**src/rtl/calc_sequencer.sv**
```systemverilog
// Calculator entry sequencer: steps through operand digit entry, operation select,
// result display and register clear, issuing one-cycle store/clear strobes.
module calc_sequencer #(
    parameter int N_OPERANDS = 2,
    parameter int N_DIGITS   = 4
) (
    input  logic                            clk,
    input  logic                            rst,
    input  logic                            exe,
    input  logic                            button,
    input  logic                            clear,
    output logic [N_OPERANDS-1:0]           trigger,
    output logic                            trigger_op,
    output logic                            reset_a_reg,
    output logic [$clog2(N_OPERANDS+3)-1:0] estado,
    output logic [$clog2(N_DIGITS+1)-1:0]   digit_count,
    output logic                            full
);

    localparam int KW = (N_OPERANDS > 1) ? $clog2(N_OPERANDS) : 1;
    localparam int EW = $clog2(N_OPERANDS + 3);
    localparam int DW = $clog2(N_DIGITS + 1);

    localparam logic [KW-1:0] K_LAST   = KW'(N_OPERANDS - 1);
    localparam logic [DW-1:0] D_MAX    = DW'(N_DIGITS);
    localparam logic [EW-1:0] E_OP     = EW'(N_OPERANDS);
    localparam logic [EW-1:0] E_SHOW   = EW'(N_OPERANDS + 1);
    localparam logic [EW-1:0] E_RESET  = EW'(N_OPERANDS + 2);

    typedef enum logic [2:0] {
        ENTRY      = 3'd0,
        SEND       = 3'd1,
        OP_SELECT  = 3'd2,
        OP_LATCH   = 3'd3,
        OP_WAIT    = 3'd4,
        SHOW       = 3'd5,
        RESET_CALC = 3'd6
    } state_t;

    state_t          state, state_nxt;
    logic [KW-1:0]   k, k_nxt;
    logic [DW-1:0]   d, d_nxt;

    logic [N_OPERANDS-1:0] trig_nxt;
    logic [EW-1:0]         estado_nxt;
    logic [DW-1:0]         dc_nxt;
    logic                  full_nxt;

    always_comb begin
        state_nxt = state;
        k_nxt     = k;
        d_nxt     = d;
        if (clear && state != RESET_CALC) begin
            state_nxt = RESET_CALC;
        end else begin
            case (state)
                ENTRY: begin
                    if (exe) begin
                        if (k < K_LAST) begin
                            k_nxt = k + 1'b1;
                            d_nxt = '0;
                        end else begin
                            state_nxt = OP_SELECT;
                        end
                    end else if (button && d < D_MAX) begin
                        state_nxt = SEND;
                    end
                end
                SEND: begin
                    state_nxt = ENTRY;
                    d_nxt     = d + 1'b1;
                end
                OP_SELECT:  if (button) state_nxt = OP_LATCH;
                OP_LATCH:   state_nxt = OP_WAIT;
                OP_WAIT:    if (exe) state_nxt = SHOW;
                SHOW:       if (exe) state_nxt = RESET_CALC;
                RESET_CALC: begin
                    state_nxt = ENTRY;
                    k_nxt     = '0;
                    d_nxt     = '0;
                end
                default: begin
                    state_nxt = ENTRY;
                    k_nxt     = '0;
                    d_nxt     = '0;
                end
            endcase
        end
    end

    // Outputs are decoded from the next state and registered alongside it, so
    // each registered output is a pure function of the current state.
    always_comb begin
        trig_nxt   = '0;
        estado_nxt = '0;
        dc_nxt     = '0;
        full_nxt   = 1'b0;
        case (state_nxt)
            ENTRY: begin
                estado_nxt = EW'(k_nxt);
                dc_nxt     = d_nxt;
                full_nxt   = (d_nxt == D_MAX);
            end
            SEND: begin
                trig_nxt[k_nxt] = 1'b1;
                estado_nxt      = EW'(k_nxt);
                dc_nxt          = d_nxt;
            end
            OP_SELECT, OP_LATCH, OP_WAIT: estado_nxt = E_OP;
            SHOW:                         estado_nxt = E_SHOW;
            RESET_CALC:                   estado_nxt = E_RESET;
            default:                      estado_nxt = '0;
        endcase
    end

    always_ff @(posedge clk or posedge rst) begin
        if (rst) begin
            state       <= ENTRY;
            k           <= '0;
            d           <= '0;
            trigger     <= '0;
            trigger_op  <= 1'b0;
            reset_a_reg <= 1'b0;
            estado      <= '0;
            digit_count <= '0;
            full        <= 1'b0;
        end else begin
            state       <= state_nxt;
            k           <= k_nxt;
            d           <= d_nxt;
            trigger     <= trig_nxt;
            trigger_op  <= (state_nxt == OP_LATCH);
            reset_a_reg <= (state_nxt == RESET_CALC);
            estado      <= estado_nxt;
            digit_count <= dc_nxt;
            full        <= full_nxt;
        end
    end

endmodule

```
**config.mk**
```make
export PLATFORM = sky130hd
export DESIGN_NAME = calc_sequencer
export DESIGN_NICKNAME = d
export VERILOG_FILES = /design/src/rtl/calc_sequencer.sv
export SDC_FILE = /design/constraint.sdc
export NUM_CORES = 1
export LEC_CHECK = 0
export CORE_ASPECT_RATIO = 1.25
export CORE_MARGIN = 3
export CORE_UTILIZATION = 45
export DETAILED_ROUTE_END_ITERATION = 10
export GPL_TIMING_DRIVEN = 0
export PLACE_DENSITY_LB_ADDON = 0.08
export SLEW_MARGIN = 20
export SYNTH_ARGS = -nofsm -noshare
export SYNTH_HDL_FRONTEND = slang
export SYNTH_SLANG_ARGS = --single-unit
```
**constraint.sdc**
```tcl
create_clock -name clk -period 1.5 [get_ports clk]
set_input_delay 0.45 -clock clk [delete_from_list [all_inputs] [get_ports clk]]
set_output_delay 0.45 -clock clk [all_outputs]
set_load 0.1 [all_outputs]
```
==> results of run 1 <==
power breakdown:
part           total (uW)  switching, uW  internal (uW)
registers             678           80.4            597
logic                1510            948            565
clock network         305            157            148
total                2500           1190           1310
repair_timing:
action / 4_1_cts / 5_1_grt
setup endpoints to repair: 22 / 14
hold buffers: 0 / 0
gates resized for setup: 70 / 12
pin swaps: 6 / 4
buffers inserted: 8 / 2
critical path, stage by stage (launching register included):
cell     delay, ps
dfrtp_1        420
buf_6          150
nor2_2         140
a32oi_4        150
or4b_4         500
nor2_1         110
area by class of cell:
| class | count | area share (%) |
|---|---|---|
| Clock buffer | 4 | 3.02 |
| Timing Repair Buffer | 24 | 16.2 |
| Multi-Input combinational cell | 57 | 35.5 |
| Buffer | 4 | 3.23 |
| Sequential cell | 18 | 37.6 |
| Tap cell | 19 | 1.98 |
| Inverter | 8 | 2.50 |
per-stage QoR:
stage / power [uW] / area [sq um]
after floorplan: 1640 / 891
after global placement: 1890 / 1060
after detailed placement: 1890 / 1060
after CTS: 2330 / 1140
after global routing: 2630 / 1200
final: 2500 / 1200
metal layers:
metal | GRT usage (%) | up-vias | share of wire (%)
met3 | 3.56 | 5 | 5.4
met5 | 0 | - | 0
li1 | - | 361 | -
met2 | 28.1 | 25 | 53
met1 | 21.2 | 368 | 40
met4 | 8.54 | 0 | 1.7
cells by family (layout without fill, tap and decap cells):
group	count (synthesis)	in the layout
AO/OA/AOI/OAI	25	25
XOR/XNOR	1	1
adder cells (fa/ha/maj)	1	1
buffers and inverters	12	40
flip-flops	18	18
AND/OR/NAND/NOR	30	30
Yosys cell counts, drive strengths merged, types with 2 or more instances:
library cell  count
a21oi             5
a22o              2
buf               4
o21ai             6
inv               8
nor2b             2
and2b             2
a31oi             2
nor2              9
nor3              2
nand2             7
dfrtp            18
how the worst max path moves through the flow:
| stage | end | cells past startpoint | startpoint |
|---|---|---|---|
| detailed placement | estado[0] | 6 | exe |
| global route | full | 5 | state[0] |
| floorplan | trigger[0] | 4 | clear |
| finish | trigger[0] | 5 | state[2] |
| global placement | trigger[1] | 5 | exe |
| CTS | full | 6 | state[1] |
==> metrics.md, run 1 <==
| Metric | Value |
|---|---|
| Status | `complete, but fails checks` |
| Violated checks | `negative setup slack` |
| Critical path launch point type | `register` |
| Die Ht | `55.7 microns` |
| First DRT Iteration DRCs | `12` |
| CP arrival | `1790 ps` |
| Leakage | `around 0.00058 uW` |
| Clk_skew | `around 8.3 ps` |
| Fin util | `roughly two thirds` |
| # fillers | `144` |
| Post-synth EDFFs | `0` |
| FF-to-FF setup slack | `-50 ps` |
| Initial cell density of the core | `between 40% and 50%` |
| Ys async rst share | `between 90% and 100%` |
| Synth unique cells | `35` |
| Setup CP Type | `reg2reg` |
| Total number of vias | `759` |
| Drt total wl | `roughly 2200 microns` |
| DP Worst Slack | `-614 ps` |
| Ports | `16` |
| YS warnings | `0` |
| Post-synthesis adder-cell area fraction | `roughly 1.4%` |
| Synth Area in Simple Gates | `roughly a fifth` |
| Synth Area in Compound Gates | `between 15 and 20%` |
| Syn_nets | `slightly above 90` |
| Detailed Place HPWL | `about 1300 microns` |
| Max rail drop VDD | `approximately 1900 uV` |
| Area of the multi-input gates | `between 400 and 500 sq um` |
| Initial antenna violation count | `0` |
| Die width | `45.7 microns` |
| Syn_area_per_cell | `~10 sq um` |
| Grt total ovfl | `0` |
| Synthesized netlist cell count | `between 80 and 90` |
| Nets@finish | `122` |
| Antenna violation net count after detailed routing | `0` |
| CTS Buffer Depth | `2` |
| Fin cells | `between 100 and 150` |
| Vias in the first global route | `approximately 760` |
| Via density | `roughly 5.7` |
| Total GRT Usage | `between 15 and 20%` |
| Global placer's final weighted congestion | `approximately 0.84` |
| Reg2reg start | `state[2]` |
| DR pass1 iterations | `4` |
| Clk sinks | `18` |
| Synth Cell Area | `888 sq um` |
| Core Area | `around 1800 sq um` |
| Worst skew pair latency | `about 300 ps` |
| Setup ws final | `-50.5 ps` |
| CTS tree | `yes` |
| Top cells by area, synth | `dfrtp_1 (51%), nor2_1 (3.8%), inv_1 (3.0%), nand2_1 (3.0%), a21oi_1 (2.8%)` |
| Drc violations | `0` |
| Storage element area | `around 450 sq um` |
| Max-slew violations | `0` |
| IO buf count | `15` |
| Slew headroom | `a little under three fifths` |
| Area growth from synthesis to layout | `35.1%` |
| Fmax | `~640 MHz` |
| R2R cell count | `5` |
| Top_reg_cell synth | `dfrtp_1` |
| CP Capture Type | `register` |
| Tcrit/Tclk final | `103%` |
| Largest family of logic cells by synthesized area | `simple AND/OR/NAND/NOR gates` |
| Number of max-cap violations | `0` |
| Yosys top cell area share | `50.7%` |
| Register area share after synthesis | `roughly 51%` |
| Leading cell type in the layout, fill and taps excluded | `dfrtp_1` |
| Antenna cells | `0` |
| Std cell rows | `17` |
| Share of cells above drive strength 1 | `a little under two fifths` |
| Hold Fails Final Rpt | `0` |
| Area leader, netlist | `dfrtp_1` |
| Worst-margin pin slew | `between 600 and 700 ps` |
| Die area | `approximately 2500 sq um` |
| Power Density | `2080 nW/um^2` |
| Yosys reg bits | `18` |
| Xor-xnor portion of the synthesized cell area | `less than 1%` |
| CP max FO | `7` |
| WL per Instance | `16.1 microns` |
| DP Cell Count | `roughly 120` |
| Hold slack | `a little over 500 ps` |
| First-pass GRT wire length | `3370 microns` |
| Root Driver | `clkbuf_4` |
| RSZ-0062 raised after global routing | `yes` |
| Worst R2R End | `trigger[0]` |
| Post-synthesis mux area share | `0%` |
| TritonCTS Buffers | `3` |
| Worst Path Required | `roughly 1700 ps` |
| Most frequent cells in the layout | `dfrtp_1 (17), buf_4 (12), clkbuf_4 (10)` |
| Worst-path clk slew | `approximately 110 ps` |
| H-tree depth | `1` |
| Hold/Removal Path Class | `in2async` |
| Crit path time final | `around 1600 ps` |
| Setup violators final | `3` |
| Setup TNS | `-127 ps` |
| Pin count of the biggest net entering global routing | `19` |
(Power assumes the default switching activity.)
==> run 2: changes to the inputs <==
==> constraint.sdc (replaced) <==
create_clock -name clk -period 1.5 [get_ports clk]
set_input_delay 0.45 -clock clk [delete_from_list [all_inputs] [get_ports clk]]
set_output_delay 0.45 -clock clk [all_outputs]
set_load 0.05 [all_outputs]
==> run 2 against run 1 <==
  * Hold slack improved by 3.2 ps
  * Final area is 3.4% higher
  * Via count down 0.13%
  * First-iteration DRC count is 33% lower
  * Largest power group unchanged
  * Fmax hardly changed
  * Critical path type unchanged
  * Global-route usage increased by 0.19 points
  * Power shrank 8.1%
  * The flow still finishes with violations (negative setup slack)
  * Clock power about the same
==> metrics.md, run 2 (same netlist as run 1, synthesis figures left out) <==
| Metric | Value |
|---|---|
| Status | `complete, but fails checks` |
| Violated checks | `negative setup slack` |
| WL per Instance | `15.8 microns (-1.3%)` |
| Storage element area | `452 sq um (unchanged)` |
| CP Capture Type | `register` |
| RSZ-0062 raised after global routing | `yes` |
| Drc violations | `0 (unchanged)` |
| # hold bufs at CTS | `0 (unchanged)` |
| Fmax | `644 MHz (about the same)` |
| Worst-path clk slew | `110 ps (about the same)` |
| Global placer's final weighted congestion | `0.842 (unchanged)` |
| Most frequent cells in the layout | `dfrtp_1 (17), clkdlybuf4s15_2 (12), nor2_1 (8), buf_4 (8)` |
| Fin cells | `134 (unchanged)` |
| Pwr Total | `2290 uW (-8.1%)` |
| Worst stage delay on the critical path | `500 ps (about the same)` |
| CP arrival | `1790 ps (about the same)` |
| DR pass1 iterations | `4 (unchanged)` |
| IO buf count | `15 (unchanged)` |
| Reg2reg start | `state[2]` |
| Initial antenna violation count | `0 (unchanged)` |
| CTS tree | `yes` |
| CP max FO | `7 (unchanged)` |
| Via density | `5.66 (-0.13%)` |
| Hold/Removal Path Class | `in2async` |
| Crit path max-delay cell type | `or4b_4` |
| Core Area | `1810 sq um (unchanged)` |
| DP Worst Slack | `-614 ps (unchanged)` |
| Detailed Place HPWL | `1310 microns (unchanged)` |
| Pin count of the biggest net entering global routing | `19 (unchanged)` |
| Drt total wl | `2120 microns (-1.3%)` |
| Nets@finish | `122 (unchanged)` |
| TritonCTS Buffers | `3 (unchanged)` |
| Die Ht | `55.7 microns (unchanged)` |
| Worst-margin pin slew | `646 ps (-1.23 ps)` |
| Vias in the first global route | `782 (+2.5%)` |
| Antenna violation net count after detailed routing | `0 (unchanged)` |
| CP cell instances | `buf_6, nor2_2, a32oi_4, or4b_4, nor2_1` |
| Setup TNS | `-130 ps (-2.82 ps)` |
| Slew headroom | `56.9% (+0.082 points)` |
| CTS Buffer Depth | `2 (unchanged)` |
| Area growth from synthesis to layout | `39.7%` |
| Leading cell type in the layout, fill and taps excluded | `dfrtp_1` |
| Root Driver | `clkbuf_4` |
| Crit path time final | `1550 ps (+1.15 ps)` |
| DP Cell Count | `121 (unchanged)` |
| Hold slack | `521 ps (+3.23 ps)` |
| FF-to-FF setup slack | `-50 ps (about the same)` |
| Tcrit/Tclk final | `103% (about the same)` |
| First DRT Iteration DRCs | `8 (-4)` |
| Ports | `16 (unchanged)` |
| Setup CP Type | `reg2reg` |
| Number of max-cap violations | `0 (unchanged)` |
| Worst skew pair latency | `300 ps (about the same)` |
| # fillers | `136 (-5.6%)` |
| Antenna cells | `0 (unchanged)` |
| Die width | `45.7 microns (unchanged)` |
| First-pass GRT wire length | `3360 microns (-0.21%)` |
| Total number of vias | `758 (-0.13%)` |
| Setup violators final | `3 (unchanged)` |
| Power Density | `1850 nW/um^2 (-11%)` |
| Total GRT Usage | `17.6% (+0.19 points)` |
| Setup ws final | `-51.6 ps (-1.15 ps)` |
| Leakage | `0.000571 uW (-1.9%)` |
| Grt total ovfl | `0 (unchanged)` |
| Std cell rows | `17 (unchanged)` |
| Initial cell density of the core | `49.1% (unchanged)` |
| Share of cells above drive strength 1 | `38.3% (unchanged)` |
| Worst Path Required | `1730 ps (about the same)` |
| Max-slew violations | `0 (unchanged)` |
| Critical path launch point type | `register` |
| Worst setup startpoint | `state[2]` |
| Area of the multi-input gates | `425 sq um (unchanged)` |
| Hold Fails Final Rpt | `0 (unchanged)` |
| Max rail drop VDD | `1430 uV (-23%)` |
| H-tree depth | `1 (unchanged)` |
| Die area | `2550 sq um (unchanged)` |
| Clk_skew | `9.11 ps (+0.761 ps)` |
| Clk sinks | `18 (unchanged)` |
==> run 2: report_power, final <==
group          switching [uW]  total, uW  internal (uW)
Combinational             738       1310            573
Clock                     155        304            148
Sequential               81.3        679            597
==> run 2: final timing paths <==
path,to,cells after the start
worst max-delay path,trigger[0],5
worst min-delay path,d[0],2
worst max register to register,trigger[0],5
worst min register to register,d[1],1
max in group asynchronous,state[0],2
min in group clk,d[1],1
==> run 2: worst max-delay path: cells and delay by family (launching register included) <==
family | cells | cell delay (ps)
and+or+nand+nor | 3 | 750
DFF | 1 | 420
AOI/OAI and AO/OA | 1 | 150
buffers and inverters | 1 | 150
==> run 2: routing by layer <==
layer	vias up	GRT usage, %	routed length, microns
met3	8	3.56	99
met1	369	20.8	853
met2	18	28.3	1120
li1	363	-	-
met4	0	10.2	46
met5	-	0	0
==> run 2: timing repair <==
item | in CTS | in global routing
pin swaps | 6 | 4
gates cloned | 0 | 0
gates resized for setup | 44 | 5
endpoints found under the setup margin | 22 | 7
setup buffers | 8 | 2
==> run 2: per-stage QoR <==
step	utilization, %	instance area (sq um)
2_1_floorplan	-	891
3_3_place_gp	58.9	1060
3_5_place_dp	58.9	1060
4_1_cts	66.3	1200
5_1_grt	68.7	1240
6_report	68.7	1240
==> run 2: area by class of cell <==
cell class / instances / area share [%]
Tap cell: 19 / 1.92
Buffer: 4 / 3.13
Multi-Input combinational cell: 57 / 34.3
Clock buffer: 4 / 2.92
Sequential cell: 18 / 36.4
Timing Repair Buffer: 24 / 19.0
Inverter: 8 / 2.42
==> run 3: changes to the inputs <==
--- a/config.mk
+++ b/config.mk
@@ -5,6 +5,7 @@
 export SDC_FILE = /design/constraint.sdc
 export NUM_CORES = 1
 export LEC_CHECK = 0
+export ABC_CLOCK_PERIOD_IN_PS = 1500
 export CORE_ASPECT_RATIO = 1.25
 export CORE_MARGIN = 3
 export CORE_UTILIZATION = 45
==> results of run 3 <==
No change in the layout: final DEF, timing and power equal those of run 2.
==> RTL edit 1 (config.mk and constraints of run 3) <==
Register the input `button` before use, cleared by the reset. The logic sees it one clock later. The other inputs are not delayed to match.
--- a/src/rtl/calc_sequencer.sv
+++ b/src/rtl/calc_sequencer.sv
@@ -37,6 +37,16 @@
         RESET_CALC = 3'd6
     } state_t;
 
+    logic button_q;
+
+    always_ff @(posedge clk or posedge rst) begin
+        if (rst) begin
+            button_q <= '0;
+        end else begin
+            button_q <= button;
+        end
+    end
+
     state_t          state, state_nxt;
     logic [KW-1:0]   k, k_nxt;
     logic [DW-1:0]   d, d_nxt;
@@ -62,7 +72,7 @@
                         end else begin
                             state_nxt = OP_SELECT;
                         end
-                    end else if (button && d < D_MAX) begin
+                    end else if (button_q && d < D_MAX) begin
                         state_nxt = SEND;
                     end
                 end
@@ -70,7 +80,7 @@
                     state_nxt = ENTRY;
                     d_nxt     = d + 1'b1;
                 end
-                OP_SELECT:  if (button) state_nxt = OP_LATCH;
+                OP_SELECT:  if (button_q) state_nxt = OP_LATCH;
                 OP_LATCH:   state_nxt = OP_WAIT;
                 OP_WAIT:    if (exe) state_nxt = SHOW;
                 SHOW:       if (exe) state_nxt = RESET_CALC;
Function: changed (a bounded check fails within 4 cycles, from zero or initial values and one cycle with rst high).
==> RTL edit 1 against run 3 <==
  * The run still ends with setup timing left
  * Critical path type unchanged
  * Sequential share of layout area rose by 2.6 points
  * Routed wire length decreased by 8.4%
  * Largest power group unchanged
  * Sequential cell count grew 1
  * Power decreased by 4.6%
  * Clock skew decreased by 0.0083 ns
  * Worst setup slack better by 0.016 ns
  * Worst hold slack worse by 0.035 ns
  * Clock power fell by 14%
  * Area after synthesis up 1.4%
  * Global-route usage rose by 0.55 points
  * Cell area decreased by 1.6%
==> RTL edit 1: results (changes against run 3) <==
stage	metric	value	unit	change
status	outcome	finished, violations left		
status	failed_checks	setup timing		
drt	detail_route.wirelength	1940	µm	-8.4%
sta	worst_clock_skew	0.000824	ns	-0.00828 ns
layout	finalNetCount	112		-8.2%
grt	grt_start_max_net_pins	20		+1
grt	grt_pass1_vias	732		-6.4%
grt	wire_length_of_the_first_global_routing_pass	3300	µm	-1.8%
critical_path	slowest_delay	0.46	ns	-0.04 ns
synthesis	netlist_instances	84		-3.4%
worst_hold_path	timing.hold.worst.class	in2reg		
drt	drt_wl_cell	15.7	µm	-1.0%
layout	layout.filler_cells	149		+9.6%
synthesis	postSynthNetCount	90		-3.2%
synthesis	synth.distinct_cells	40		+14%
synthesis	synth.ff_latch_count	19		+1
synthesis	synth.mux.area_fraction	0.0125		+0.0125
clocking	cts_setup_buffers	2		-6
clocking	cts-resized-gates	47		+6.8%
synthesis	synth.area.top_cells	dfrtp_1 53%, nor2_1 2.9%, and2_1 2.8%		
critical_path	path_max_fanout	5		-2
sta	finalHoldWorstSlack	0.486	ns	-0.0350 ns
place	dpl.cell_count	117		-3.3%
sta	setup_viol_count_final	4		+1
drt	met1Wirelength	819	µm	-4.0%
sta	final.setup.worst_slack	-0.0360	ns	+0.0156 ns
drt	dr_wl_met3	81	µm	-18%
sta	slew-limit-headroom	0.544		-0.0252
pwr	leakagePower	0.544	nW	-4.7%
place	placed_cell_areas	1100	µm²	+3.8%
pwr	ir_worst_vdd	1110	µV	-22%
synthesis	yosys.area_share.adder	0.0139		-0.000196
place	io_buffer_count	14		-1
sta	final.setup.tns	-0.0891	ns	+0.0412 ns
critical_path	r2r-end	full$_DFF_PP0_		
synthesis	synth.cells.most_frequent	19 x dfrtp_1, 7 x nor2_1, 5 x inv_1, 4 x and2_1, 4 x nand2_1		
place	finalWeightedCongestion	0.878		+4.2%
grt	grtUsageMet3	0.0291		-0.00647
-- RTL edit 1: where the power goes --
part           total (mW)  leakage, nW  internal [mW]  switching (mW)
Sequential          0.726        0.250          0.639          0.0868
Clock               0.261       0.0177         0.0996           0.161
Combinational        1.20        0.277          0.474           0.728
Total                2.19        0.544           1.21           0.976
-- RTL edit 1: final cells by class --
type                    count  area [µm²]  area share
well taps                  19        23.8      0.0195
flip-flops and latches     19         477       0.390
inverters                   5        18.8      0.0154
repair buffers             17         164       0.134
plain buffers               4        58.8      0.0482
multi-input cells          56         452       0.370
clock inverters             1        5.00     0.00410
clock buffers               3        22.5      0.0184
-- RTL edit 1: kinds of logic (layout without fill, tap and decap cells) --
group / count (synthesis) / in the layout
AOI/OAI and AO/OA: 23 / 23
xor gates and xnor gates: 1 / 1
buffers and inverters: 9 / 30
muxes: 1 / 1
and+or+nand+nor: 30 / 30
adders and majority gates: 1 / 1
DFF: 19 / 19
==> RTL edit 2 (flow settings as in run 3) <==
Without the edit above. `N_DIGITS`: 4 -> 16.
--- a/src/rtl/calc_sequencer.sv
+++ b/src/rtl/calc_sequencer.sv
@@ -2,7 +2,7 @@
 // result display and register clear, issuing one-cycle store/clear strobes.
 module calc_sequencer #(
     parameter int N_OPERANDS = 2,
-    parameter int N_DIGITS   = 4
+    parameter int N_DIGITS   = 16
 ) (
     input  logic                            clk,
     input  logic                            rst,
Ports: changed (resized digit_count); port bits go from 16 to 18. No check against the original RTL was run, so the function may have changed too.
==> RTL edit 2 against run 3 <==
  * The run still ends with setup timing left
  * Largest power group unchanged
  * Cell area grew 16%
  * Non-clock buffer count is the same
  * Maximum frequency shrank 14%
  * Area after synthesis grew 20%
  * Combinational power grew 8%
  * Power grew 18%
  * First-iteration DRC count grew 130%
  * Die area grew 17%
  * Highest routed layer unchanged
  * Routed wire length grew 17%
  * Worst hold slack gained 0.0075 ns
  * Worst setup slack lost 0.25 ns
  * Sequential cell count grew 4
  * Count of clock-buffer cells in the layout shrank 1
==> RTL edit 2: results (changes against run 3) <==
stage	metric	value	unit	change
status	outcome	finished, violations left		
status	failed_checks	setup timing		
place	place_hpwl	1610	µm	+23%
critical_path	worst_ep_arrival_time	2.03	ns	+0.24 ns
place	dpl.cell_count	159		+31%
pwr	leakagePower	0.723	nW	+27%
critical_path	path_max_fanout	3		-4
grt	grt_start_max_net_pins	23		+4
clocking	cts.clk_slew.worst_paths	0.13	ns	+0.02 ns
drt	vias_per_cell	5.42		-4.2%
pwr	power_frac_comb	0.519		-0.053
synthesis	synth.distinct_cells	33		-5.7%
drt	detail_route.wirelength	2490	µm	+17%
pwr	internal_power	1.51	mW	+14%
drt	routed-via-count	916		+21%
layout	layout.filler_cells	192		+41%
grt	wire_length_of_the_first_global_routing_pass	4100	µm	+22%
layout	finalNetCount	145		+19%
place	dpl_ws	-0.915	ns	-0.301 ns
critical_path	r2r-end	full$_DFF_PP0_		
sta	final.setup.worst_slack	-0.305	ns	-0.253 ns
pwr	combinationalPower	1.41	mW	+8%
sta	worst_clock_skew	0.00991	ns	+0.000801 ns
sta	final.setup.tns	-1.36	ns	-1.23 ns
synthesis	postSynthNetCount	118		+27%
sta	setup_viol_count_final	7		+4
clocking	worst_skew_pair.late_latency	0.32	ns	+0.02 ns
place	placed_cell_areas	1270	µm²	+20%
place	finalWeightedCongestion	0.893		+6.0%
layout	post_route_cells_drive_above_1_share	0.370		-0.0130
pwr	ir_worst_vdd	1210	µV	-15%
synthesis	synth.area.top_cells	dfrtp_1 52%, nand2_1 4.6%, a32oi_1 3.3%		
sta	slew-limit-headroom	0.468		-0.101
sta	finalHoldWorstSlack	0.529	ns	+0.00745 ns
[RTL edit 2: kinds of logic after synthesis]
| group | synth area share |
|---|---|
| XOR/XNOR | 0.00825 |
| AO/OA/AOI/OAI | 0.175 |
| adder cells (fa/ha/maj) | 0.0118 |
| AND/OR/NAND/NOR | 0.225 |
| flip-flops | 0.518 |
| buffers and inverters | 0.0612 |
[RTL edit 2: per-layer routing]
metal	global-route usage	routed length (µm)
met2	0.322	1360
met4	0.0791	42
met5	0	0
met1	0.218	1020
met3	0.0175	58
[RTL edit 2: final cells by class]
cell class | count | area (µm²) | area share
buffer | 5 | 53.8 | 0.0374
clock buffer | 3 | 22.5 | 0.0157
clock inverter | 1 | 30.0 | 0.0209
inverter | 9 | 33.8 | 0.0235
multi-input combinational | 75 | 552 | 0.383
sequential | 22 | 552 | 0.383
tap | 31 | 38.8 | 0.0270
timing repair buffer | 23 | 156 | 0.109
